**config.mk**
```make
export PLATFORM = sky130hd
export DESIGN_NAME = exe_stage_mc
export DESIGN_NICKNAME = d
export VERILOG_FILES = /design/src/rtl/exe_stage_mc.sv
export SDC_FILE = /design/constraint.sdc
export NUM_CORES = 1
export LEC_CHECK = 0
export CAP_MARGIN = 20
export CELL_PAD_IN_SITES_DETAIL_PLACEMENT = 1
export CELL_PAD_IN_SITES_GLOBAL_PLACEMENT = 1
export CORE_MARGIN = 1.5
export CORE_UTILIZATION = 41
export DETAILED_ROUTE_END_ITERATION = 10
export PLACE_DENSITY_LB_ADDON = 0.1
export SLEW_MARGIN = 30
export SYNTH_ARGS = -nofsm -noshare
export SYNTH_HDL_FRONTEND = slang
export SYNTH_SLANG_ARGS = --single-unit
```
**constraint.sdc**
```tcl
create_clock -name CLK -period 9.75 [get_ports CLK]
set_input_delay 1.95 -clock CLK [delete_from_list [all_inputs] [get_ports CLK]]
set_output_delay 1.95 -clock CLK [all_outputs]
set_load 0.05 [all_outputs]
```
**src/rtl/exe_stage_mc.sv**
```systemverilog
// MIPS execute stage: single-cycle ALU with two-level operand forwarding, plus an
// iterative unsigned multiply/divide unit that owns HI/LO and stalls upstream while running.
module exe_stage_mc #(
    parameter int XLEN = 32,
    parameter int REGW = 5,
    localparam int SHW = $clog2(XLEN)
) (
    input  logic            CLK,
    input  logic            RESET,
    input  logic            in_valid,
    output logic            in_ready,
    input  logic [3:0]      in_op,
    input  logic [REGW-1:0] in_rs_a,
    input  logic [REGW-1:0] in_rs_b,
    input  logic [XLEN-1:0] in_opnd_a,
    input  logic [XLEN-1:0] in_opnd_b,
    input  logic [SHW-1:0]  in_shamt,
    input  logic [REGW-1:0] in_rd,
    input  logic            in_regwrite,
    input  logic            in_memread,
    input  logic            in_memwrite,
    input  logic [REGW-1:0] in_store_reg,
    input  logic [XLEN-1:0] in_store_data,
    input  logic            stall_in,
    input  logic [REGW-1:0] byp_reg,
    input  logic [XLEN-1:0] byp_data,
    input  logic            byp_valid,
    output logic            out_valid,
    output logic [XLEN-1:0] out_result,
    output logic [REGW-1:0] out_rd,
    output logic            out_regwrite,
    output logic            out_memread,
    output logic            out_memwrite,
    output logic [XLEN-1:0] out_store_data,
    output logic [XLEN-1:0] fwd_data,
    output logic            fwd_valid,
    output logic [XLEN-1:0] hi_out,
    output logic [XLEN-1:0] lo_out,
    output logic            busy
);

    typedef enum logic [3:0] {
        OP_ADD, OP_SUB, OP_AND, OP_OR, OP_XOR, OP_NOR, OP_SLT, OP_SLTU,
        OP_SLL, OP_SRL, OP_SRA, OP_MFHI, OP_MFLO, OP_MULTU, OP_DIVU, OP_LUI
    } op_t;

    typedef enum logic [1:0] {IDLE, MUL, DIV} state_t;

    state_t          state, state_next;
    op_t             op;
    logic            accept, is_md, own_ok, last;
    logic [SHW-1:0]  count;
    logic [XLEN-1:0] opnd_a, opnd_b, store_fwd, alu;
    logic [XLEN-1:0] hi, lo, work_hi, work_lo, opnd_m;
    logic [XLEN:0]   mul_sum, div_shift;
    logic            div_take;
    logic [XLEN-1:0] div_rem;

    // Own output register wins over the MEM bypass; specifier 0 always reads the register file.
    function automatic logic [XLEN-1:0] pick(
        input logic [REGW-1:0] spec,    input logic [XLEN-1:0] rf_val,
        input logic            own,     input logic [REGW-1:0] own_rd,
        input logic [XLEN-1:0] own_val, input logic            bv,
        input logic [REGW-1:0] br,      input logic [XLEN-1:0] bd);
        if (spec == '0)                 return rf_val;
        else if (own && own_rd == spec) return own_val;
        else if (bv && br == spec)      return bd;
        return rf_val;
    endfunction

    assign op        = op_t'(in_op);
    assign is_md     = (op == OP_MULTU) || (op == OP_DIVU);
    assign in_ready  = (state == IDLE) && !stall_in;
    assign accept    = in_valid && in_ready;
    assign busy      = (state != IDLE);
    assign last      = (count == SHW'(XLEN - 1));
    assign own_ok    = out_valid && out_regwrite && !out_memread && !out_memwrite;
    assign opnd_a    = pick(in_rs_a, in_opnd_a, own_ok, out_rd, out_result, byp_valid, byp_reg, byp_data);
    assign opnd_b    = pick(in_rs_b, in_opnd_b, own_ok, out_rd, out_result, byp_valid, byp_reg, byp_data);
    assign store_fwd = pick(in_store_reg, in_store_data, own_ok, out_rd, out_result, byp_valid, byp_reg, byp_data);
    assign fwd_data  = alu;
    assign fwd_valid = in_valid && in_regwrite && !in_memread && !in_memwrite && !is_md;
    assign hi_out    = hi;
    assign lo_out    = lo;

    always_comb begin
        // NOTE: every output of a combinational block gets a default first, so no path infers a latch.
        alu = '0;
        case (op)
            OP_ADD:  alu = opnd_a + opnd_b;
            OP_SUB:  alu = opnd_a - opnd_b;
            OP_AND:  alu = opnd_a & opnd_b;
            OP_OR:   alu = opnd_a | opnd_b;
            OP_XOR:  alu = opnd_a ^ opnd_b;
            OP_NOR:  alu = ~(opnd_a | opnd_b);
            OP_SLT:  alu = XLEN'($signed(opnd_a) < $signed(opnd_b));
            OP_SLTU: alu = XLEN'(opnd_a < opnd_b);
            OP_SLL:  alu = opnd_b << in_shamt;
            OP_SRL:  alu = opnd_b >> in_shamt;
            OP_SRA:  alu = $unsigned($signed(opnd_b) >>> in_shamt);
            OP_MFHI: alu = hi;
            OP_MFLO: alu = lo;
            OP_LUI:  alu = opnd_b << (XLEN / 2);
            default: alu = '0;
        endcase
    end

    // One radix-2 step of each iterative algorithm; work_hi is the partial product / remainder.
    assign mul_sum   = {1'b0, work_hi} + (work_lo[0] ? {1'b0, opnd_m} : '0);
    assign div_shift = {work_hi, work_lo[XLEN-1]};
    assign div_take  = div_shift >= {1'b0, opnd_m};
    assign div_rem   = div_take ? div_shift[XLEN-1:0] - opnd_m : div_shift[XLEN-1:0];

    always_comb begin
        state_next = state;
        case (state)
            IDLE: begin
                if (accept && op == OP_MULTU)     state_next = MUL;
                else if (accept && op == OP_DIVU) state_next = DIV;
            end
            MUL, DIV: if (last) state_next = IDLE;
            default:  state_next = IDLE;
        endcase
    end

    // NOTE: clocked state uses non-blocking assignments so every register samples pre-edge values.
    always_ff @(posedge CLK) begin
        if (RESET) state <= IDLE;
        else       state <= state_next;
    end

    always_ff @(posedge CLK) begin
        if (RESET) begin
            count   <= '0;
            work_hi <= '0;
            work_lo <= '0;
            opnd_m  <= '0;
            hi      <= '0;
            lo      <= '0;
        end else begin
            case (state)
                IDLE: if (accept && is_md) begin
                    count   <= '0;
                    work_hi <= '0;
                    work_lo <= opnd_a;
                    opnd_m  <= opnd_b;
                end
                MUL: begin
                    count   <= count + SHW'(1);
                    work_hi <= mul_sum[XLEN:1];
                    work_lo <= {mul_sum[0], work_lo[XLEN-1:1]};
                    if (last) begin
                        hi <= mul_sum[XLEN:1];
                        lo <= {mul_sum[0], work_lo[XLEN-1:1]};
                    end
                end
                DIV: begin
                    count   <= count + SHW'(1);
                    work_hi <= div_rem;
                    work_lo <= {work_lo[XLEN-2:0], div_take};
                    if (last) begin
                        hi <= div_rem;
                        lo <= {work_lo[XLEN-2:0], div_take};
                    end
                end
                default: ;
            endcase
        end
    end

    always_ff @(posedge CLK) begin
        if (RESET) begin
            out_valid      <= 1'b0;
            out_result     <= '0;
            out_rd         <= '0;
            out_regwrite   <= 1'b0;
            out_memread    <= 1'b0;
            out_memwrite   <= 1'b0;
            out_store_data <= '0;
        end else if (!stall_in) begin
            if (accept && !is_md) begin
                out_valid      <= 1'b1;
                out_result     <= alu;
                out_rd         <= in_rd;
                out_regwrite   <= in_regwrite;
                out_memread    <= in_memread;
                out_memwrite   <= in_memwrite;
                out_store_data <= store_fwd;
            end else begin
                out_valid <= 1'b0;
            end
        end
    end

endmodule

```
### Word-level counts from Yosys, hierarchy flattened

Cells that the tools add are included.

* add/subtract/negate cells: 5
* multiply operators: 0
* divide/modulo/power cells: 0
* $lt $le $gt $ge: 3
* equal/unequal tests: 29
* shift operators: 3
* mux-type cells: 41
* bitwise gates (word level): 5
* reduce and logical (&&, ||, !) cells: 42

Operators by type and width (number)
* $mux 32: 20
* $pmux 32 s14: 1
* $pmux 32 s3: 2
* $pmux 32 s2: 2
* $lt 32x32->1: 2
* $sub 32x32->32: 2
* $add 32x32->33: 1
* $ge 33x32->1: 1
* $add 32x32->32: 1
* $and 32x32->32: 1
* $eq 4x4->1 const B: 8
* $not 32->32: 1
* $or 32x32->32: 1
* $shl 32x5->32: 1
* $shr 32x5->32: 1
* $sshr 32x5->32: 1
* $xor 32x32->32: 1
* $eq 5x5->1: 6
* $logic_and 1x1->1: 19
* $eq 4x3->1 const B: 4
* $logic_not 5->1: 3
* $mux 1: 10
* $pmux 5 s2: 1
* $reduce_and 2->1: 5
* 21 further kinds: 33

* flip-flop bits (word level): 240
* bits in latches: 0
* memory bits (writable): 0
* ROM bits: 0
* logic and storage cells: 142
* memories: 0

### Longest topological paths before layout

Gate-level depths: netlist of run 1.

* depth in word-level cells: 10
* gate-level depth with buffers: 24

### Least setup slack after synthesis of run 1

OpenSTA, ideal clock, no wires.

* kind: input to output
* start point: in in_rs_a[2]
* end point: out fwd_data[28]
* arrival: 7.409 ns
* setup slack: 0.391 ns
* stages on the path: 21
* cell sequence: xnor2_1 nand4_1 nor3_1 inv_1 a21oi_1 o22a_1 clkbuf_1 clkbuf_1 nor2_1 a21oi_1 ha_1 nor2b_1 o31a_1 o41a_1 o41a_1 a221o_1 a311oi_2 o41ai_1 a2111oi_0 a2111oi_0 o21ai_1

* longest elaborated chain between the ends: 9
* elaborated cells on any way between the ends: 18
* those cells by class: 2 x add/sub; 2 x eq/ne; 7 x mux; 4 x bitwise; 3 x reduce/logical

RTL lines
* start, declared: RTL line 13 `input logic [REGW-1:0] in_rs_a,`
* $eq 5x5->1: RTL line 67 `else if (bv && br == spec) return bd;`
* $logic_and 1x1->1: RTL line 67
* $mux 1: RTL line 67
* $mux 1: RTL line 66 `else if (own && own_rd == spec) return own_val;`
* $mux 1: RTL line 65 `if (spec == '0) return rf_val;`
* $mux 32 (*): RTL line 68 `return rf_val;`
* branches (longest 2 deep; another with $sub 32x32->32)
* $pmux 32 s14 (*): RTL line 89 `case (op)`
* end, declared: RTL line 35 `output logic [XLEN-1:0] fwd_data,`

Mark *: on every way between the ends.

### Final worst setup path of run 1

* start point: in in_rs_a[4]
* end point: out fwd_data[28]

The elaborated chain is that of the path after synthesis.

==> metrics, run 1 <==
status=finished with violations; failing checks=setup timing; Area Overhead vs Synth=26.80%; sequential share of power=27.3%; Slew @ Worst Pin=1130 ps; row count=90; via count=32700; Initial Utilization=41.71%; clk slew on worst S/H paths=60 ps; critical path required time=7800 ps; critical path capture point type=output port; initial antenna violation count=8; fmax=101.8 MHz; CP Launch Point=in_rs_a[4]; TritonCTS Buffers=31; final setup violation count=1; Final nets=4244; Total Routing Usage GR=48.02%; cell area after synthesis=25320 sq um; largest net degree at the start of global routing=81; vias per inst=6.949; Detailed Route Iter0 Violations=3785; Cells after Synth=3541; PD cells=120.2 nW/um^2; Clock Power Share=32.3%; clk_skew=44.24 ps; crit path kind=primary input to output port; CP Depth=19; layout cells sized above 1=12.49%; Detailed Place HPWL=121100 um; max-cap violations=0; Net Count, Synth=3888; IO Count=342; worst vdd ir=0.0001397 V; FFs w/ async S/R, synth=0%; buffers added on ports=341; CTS max path bufs=3; cell depth of the worst flop-to-flop path=19; Synth cell types=87; synth top area cells=dfxtp_1, ha_1, a21oi_1; fin crit share=100.7%; Max stage delay on crit path=750 ps; Post-synth EDFFs=0; RSZ-0062 raised after global routing=true; Leakage=12.45 nW; final core occ=52.89%; post-DR wirelength/cell=33.59 um; most used cell, CP=a21oi_1; Switching Fraction=41.11%; top-count cell post-synth=nor2_1; CP delay by family, top=compound AO/OA/AOI/OAI gates; worst-skew pair later-pin latency=640 ps; Hold Path Origin=out_store_data[27]; first-pass GRT wire length=225600 um; Synth warnings=0; register area share after synthesis=18.98%; min cycle time layout=9819 ps; # fillers=7539; syn_area_per_cell=7.150 sq um; Critical Path, Cell by Cell=clkdlybuf4s50_1 > xnor2_1 > nand4_1 > nor3_4 > inv_1 > a21oi_4 > o22a_4 > buf_4 > buf_6 > nor2_1 > a21oi_1 > ha_1 > a22oi_1 > nand3_1 > a211oi_1 > o31ai_1 > a21oi_1 > o21ai_1 > buf_12; Synth top cells by count=nor2_1, nand2_1, a21oi_1, dfxtp_1, clkbuf_1; Final Hold Violating Endpoints=0; Synth top area share=18.98%; number of synthesized register bits=240; GR Overflow Total=0; CP Data Arrival Time=7870 ps; worst flop-to-flop path startpoint=out_rd[4]; clk root buf=clkbuf_16; ys flop type=dfxtp_1; worst rel slew slack=23.90%; sw power=0.001587 W; max-slew violations=0; Routability Congestion=1.088; Core Box Area=60700 sq um; R2R setup slack=3490 ps; crit path to=fwd_data[28]; htree depth=1; reg-to-reg endpoint=out_result[28]; antenna-violating nets left=0; Die Ht=251.5 um; largest fanout on the critical path=23; Comb power frac=40.4%; First-pass DRT Iterations=7; vias in the first global route=32350; CTS tree=built; CP Buf/Inv Count=5; clk sink count=240; CP Launch Type=primary input; Die X=251.5 um; P_int=0.002272 W; sequential cell area=4805 sq um; final std cells w/o fill=4706; Residual DRC=0; slowest cell on the critical path=a21oi_1; hold bufs inserted after CTS=0; top cell type by total area after synthesis=dfxtp_1; area occupied by multi-input gates=19190 sq um; placed insts=4638; PnR worst setup slack=-69.05 ps; Total Wirelength=158100 um; hold crit path type=register to register; Die ar.=63250 sq um
-- kinds of logic (layout without fill, tap and decap cells) --
| logic type | count (synthesis) | after routing | share of synthesized area (%) |
|---|---|---|---|
| flops | 240 | 240 | 18.98 |
| buf+inv | 440 | 820 | 6.736 |
| mux | 221 | 221 | 10.19 |
| other cells | 0 | 2 | 0 |
| fa+ha+maj | 177 | 177 | 8.866 |
| xor+xnor | 86 | 86 | 2.975 |
| simple gates | 1130 | 1130 | 19.48 |
| compound gates | 1247 | 1248 | 32.78 |
-- state kept, by name, summed over array words and instances (netlist names) --
signal          cells
out_valid           1
opnd_m             32
out_regwrite        1
out_memread         1
work_lo            32
work_hi            32
lo_out             32
hi_out             32
state               2
out_result         32
out_rd              5
count               5
out_memwrite        1
out_store_data     32
-- worst min-delay path by stage --
stage / to / depth (start not counted)
6_report: out_store_data[27] / 2
3_5_place_dp: out_store_data[27] / 2
2_1_floorplan: work_hi[10] / 2
3_3_place_gp: out_store_data[30] / 2
4_1_cts: out_store_data[27] / 2
5_1_grt: out_store_data[11] / 2
-- cells in the final DEF (no fill, tap or decap), drive strengths merged, types with 33 or more instances in the layout --
cell	netlist	final
nor3	67	67
clkdlybuf4s50	0	303
o22ai	43	43
a22oi	77	77
nor2	430	430
inv	166	168
a211oi	91	91
dfxtp	240	240
ha	173	173
nand3	52	52
buf	52	290
a21o	50	50
o211ai	100	100
o21ai	193	193
and2	46	46
a21oi	346	346
xor2	33	33
a31oi	50	50
mux2i	170	170
nor4	39	39
nand2	381	381
xnor2	53	53
clkbuf	220	39
-- metal layers --
layer | global-route usage [%] | part of all wire, % | up-vias
met2 | 72.44 | 42 | 2197
met1 | 58.42 | 37 | 16090
met5 | 0 | 0.035 | -
met3 | 12.40 | 12 | 686
li1 | - | - | 13720
met4 | 36.90 | 9.1 | 8
-- power groups by stage --
stage	clock network (W)	registers [W]	logic [W]
after CTS	0.00124	0.00105	0.00147
after global routing	0.00128	0.00105	0.00160
after detailed placement	0	0.00107	0.00146
after floorplan	0	0.00111	0.000724
after global placement	0	0.00107	0.00145
final	0.00125	0.00105	0.00156
-- stage by stage --
stage               setup slack [ps]  instance area, sq um  hold WS [ps]  setup TNS, ps  power, W
finish                        -69.05                 32100         460.5         -69.05  0.003859
detailed placement            -487.0                 30670         450.4          -1388  0.002533
CTS                            9.356                 31780         458.9              0  0.003768
global route                  -56.12                 32100         482.3         -135.2  0.003929
floorplan                      391.2                 25320         451.6              0  0.001834
global placement              -395.0                 30670         443.5         -859.6  0.002514
-- worst min-delay path: cells and delay by family (launching register included) --
| family | cells | cell delay, ps |
|---|---|---|
| DFF | 1 | 310 |
| and+or+nand+nor | 1 | 50 |
| AOI/OAI and AO/OA | 1 | 50 |
-- area by class of cell --
| cell class | count | area share (%) |
|---|---|---|
| multi-input combinational | 2862 | 59.79 |
| sequential | 240 | 14.97 |
| tap | 782 | 3.048 |
| inverter | 168 | 1.964 |
| clock inverter | 19 | 0.7483 |
| timing repair buffer | 594 | 16.83 |
| clock buffer | 39 | 2.635 |
| antenna | 2 | 0.01559 |
-- repair_timing --
action | in CTS | in global routing
resized for setup | 5 | 53
buffers inserted | 0 | 7
gates cloned | 0 | 1
setup endpoints to repair | 10 | 22
pin swaps | 0 | 9
hold endpoints to repair | 0 | 0
(Power assumes the default switching activity.)
==> run 2, diff against run 1 <==
--- a/config.mk
+++ b/config.mk
@@ -12,7 +12,7 @@
 export CORE_UTILIZATION = 41
 export DETAILED_ROUTE_END_ITERATION = 10
 export PLACE_DENSITY_LB_ADDON = 0.1
-export SLEW_MARGIN = 30
+export SLEW_MARGIN = 40
 export SYNTH_ARGS = -nofsm -noshare
 export SYNTH_HDL_FRONTEND = slang
 export SYNTH_SLANG_ARGS = --single-unit
==> metrics, run 2 (same netlist as run 1, synthesis figures left out) <==
Area after DPL=30710 sq um; worst-skew pair later-pin latency=630 ps; max-cap violations=0; vias per inst=6.916; cell depth of the worst flop-to-flop path=19; htree depth=1; crit path kind=primary input to output port; max-slew violations=0; TritonCTS Buffers=31; hold crit path type=register to register; IO Count=342; fmax=103.5 MHz; critical path required time=7800 ps; GR Overflow Total=0; Initial Utilization=41.71%; hold endpoint=out_store_data[7]; Die X=251.5 um; Leakage=12.56 nW; Detailed Place HPWL=121000 um; R2R setup slack=3510 ps; commonest cells after routing, fill and taps aside=nor2_1, nand2_1, a21oi_1, clkdlybuf4s50_1, buf_4; largest net degree at the start of global routing=81; via count=32580; Detailed Route Iter0 Violations=3765; clk slew on worst S/H paths=60 ps; Setup WS pre-CTS=-471.8 ps; CP Launch Point=in_rs_b[2]; critical path capture point type=output port; Hold Path Origin=out_store_data[7]; sequential share of power=27.2%; reg-to-reg endpoint=out_result[28]; Comb power frac=40.3%; Die Ht=251.5 um; final setup violation count=0; row count=90; buffers added on ports=341; worst vdd ir=0.0001518 V; Final nets=4247; layout cells sized above 1=12.54%; P_int=0.002280 W; CTS tree=built; PnR worst setup slack=83.55 ps; status=finished clean; min cycle time layout=9666 ps; clk sink count=240; CP Data Arrival Time=7720 ps; Switching Fraction=41.00%; CTS max path bufs=3; worst flop-to-flop path startpoint=out_rd[4]; clk_skew=24.22 ps; worst rel slew slack=23.14%; post-DR wirelength/cell=33.38 um; sw power=0.001584 W; hold bufs inserted after CTS=0; largest fanout on the critical path=4; first-pass GRT wire length=223700 um; Clock Power Share=32.5%; Hold Crit Depth=2; PD cells=120.2 nW/um^2; Total Wirelength=157300 um; Total Routing Usage GR=47.62%; Final Hold Violating Endpoints=0; antenna-violating nets left=0; Area Overhead vs Synth=27.04%; CP Launch Type=primary input; commonest non-fill, non-tap cell in the layout=nor2_1; overall power=0.003864 W; Routability Congestion=1.088; initial antenna violation count=8; First-pass DRT Iterations=6; Die ar.=63250 sq um; Final Cell Area=32160 sq um; clk root buf=clkbuf_16; vias in the first global route=32400; Core Box Area=60700 sq um; Slew @ Worst Pin=1153 ps; Residual DRC=0; fin crit share=99.14%
==> run 2: what timing repair did <==
action / in CTS / in global routing
resized for setup: 7 / 44
endpoints found under the hold margin: 0 / 0
endpoints found under the setup margin: 10 / 18
pin swaps: 0 / 11
buffers inserted: 0 / 11
==> run 2: stage by stage <==
stage / TNS, ps / instances / hold slack (ps) / util [%]
after floorplan: 0 / 3541 / 451.6 / -
after global placement: -859.6 / 4638 / 443.5 / 50.52
after detailed placement: -1324 / 4638 / 450.8 / 50.59
after CTS: 0 / 4696 / 459.0 / 52.41
after global routing: -413.9 / 4709 / 477.5 / 52.98
final: 0 / 4711 / 457.6 / 52.99
==> run 2: worst max-delay path by stage <==
stage | end | slack [ps] | cells after the start
floorplan | fwd_data[28] | 390 | 21
global placement | fwd_data[19] | -400 | 28
detailed placement | fwd_data[19] | -470 | 28
CTS | fwd_data[26] | 10 | 27
global route | fwd_data[28] | -130 | 22
finish | fwd_data[24] | 80 | 24
==> run 2: critical path: stages <==
cell and delay [ps]:
clkdlybuf4s50_1 590, nor4_2 90, and2b_2 260, buf_4 160, nor4_1 380, a31oi_1 130, o21ai_2 150, inv_1 120
ha_1 230, inv_1 90, fa_2 220, nor2b_1 60, o31a_1 260, o41a_1 380, o41a_1 440, a221o_1 370
a311oi_4 450, buf_6 180, o21ai_4 80, a21oi_1 150, o21ai_0 90, buf_4 150, or3_1 480, buf_4 240
==> run 2: area by class of cell <==
cell class              instances  area, sq um
repair buffers                598         5470
inverters                     168        631.9
diodes                          4        10.01
flip-flops and latches        240         4805
clock buffers                  41        863.3
well taps                     782        978.4
multi-input cells            2861        19190
clock inverters                17        217.7
fillers                      7464        28530
==> run 2: metal layers <==
layer | part of all wire [%] | vias to the layer above | track usage [%]
met4 | 8.9 | 6 | 34.82
met3 | 11 | 671 | 12.26
met2 | 43 | 2188 | 72.76
met5 | 0.026 | - | 0
li1 | - | 13720 | -
met1 | 37 | 16000 | 57.86
==> run 2: power groups by stage <==
stage	clock network [W]	registers (W)	logic [W]
final	0.00126	0.00105	0.00156
after global routing	0.00129	0.00105	0.00159
after CTS	0.00125	0.00105	0.00147
after detailed placement	0	0.00107	0.00146
after global placement	0	0.00107	0.00145
after floorplan	0	0.00111	0.000724
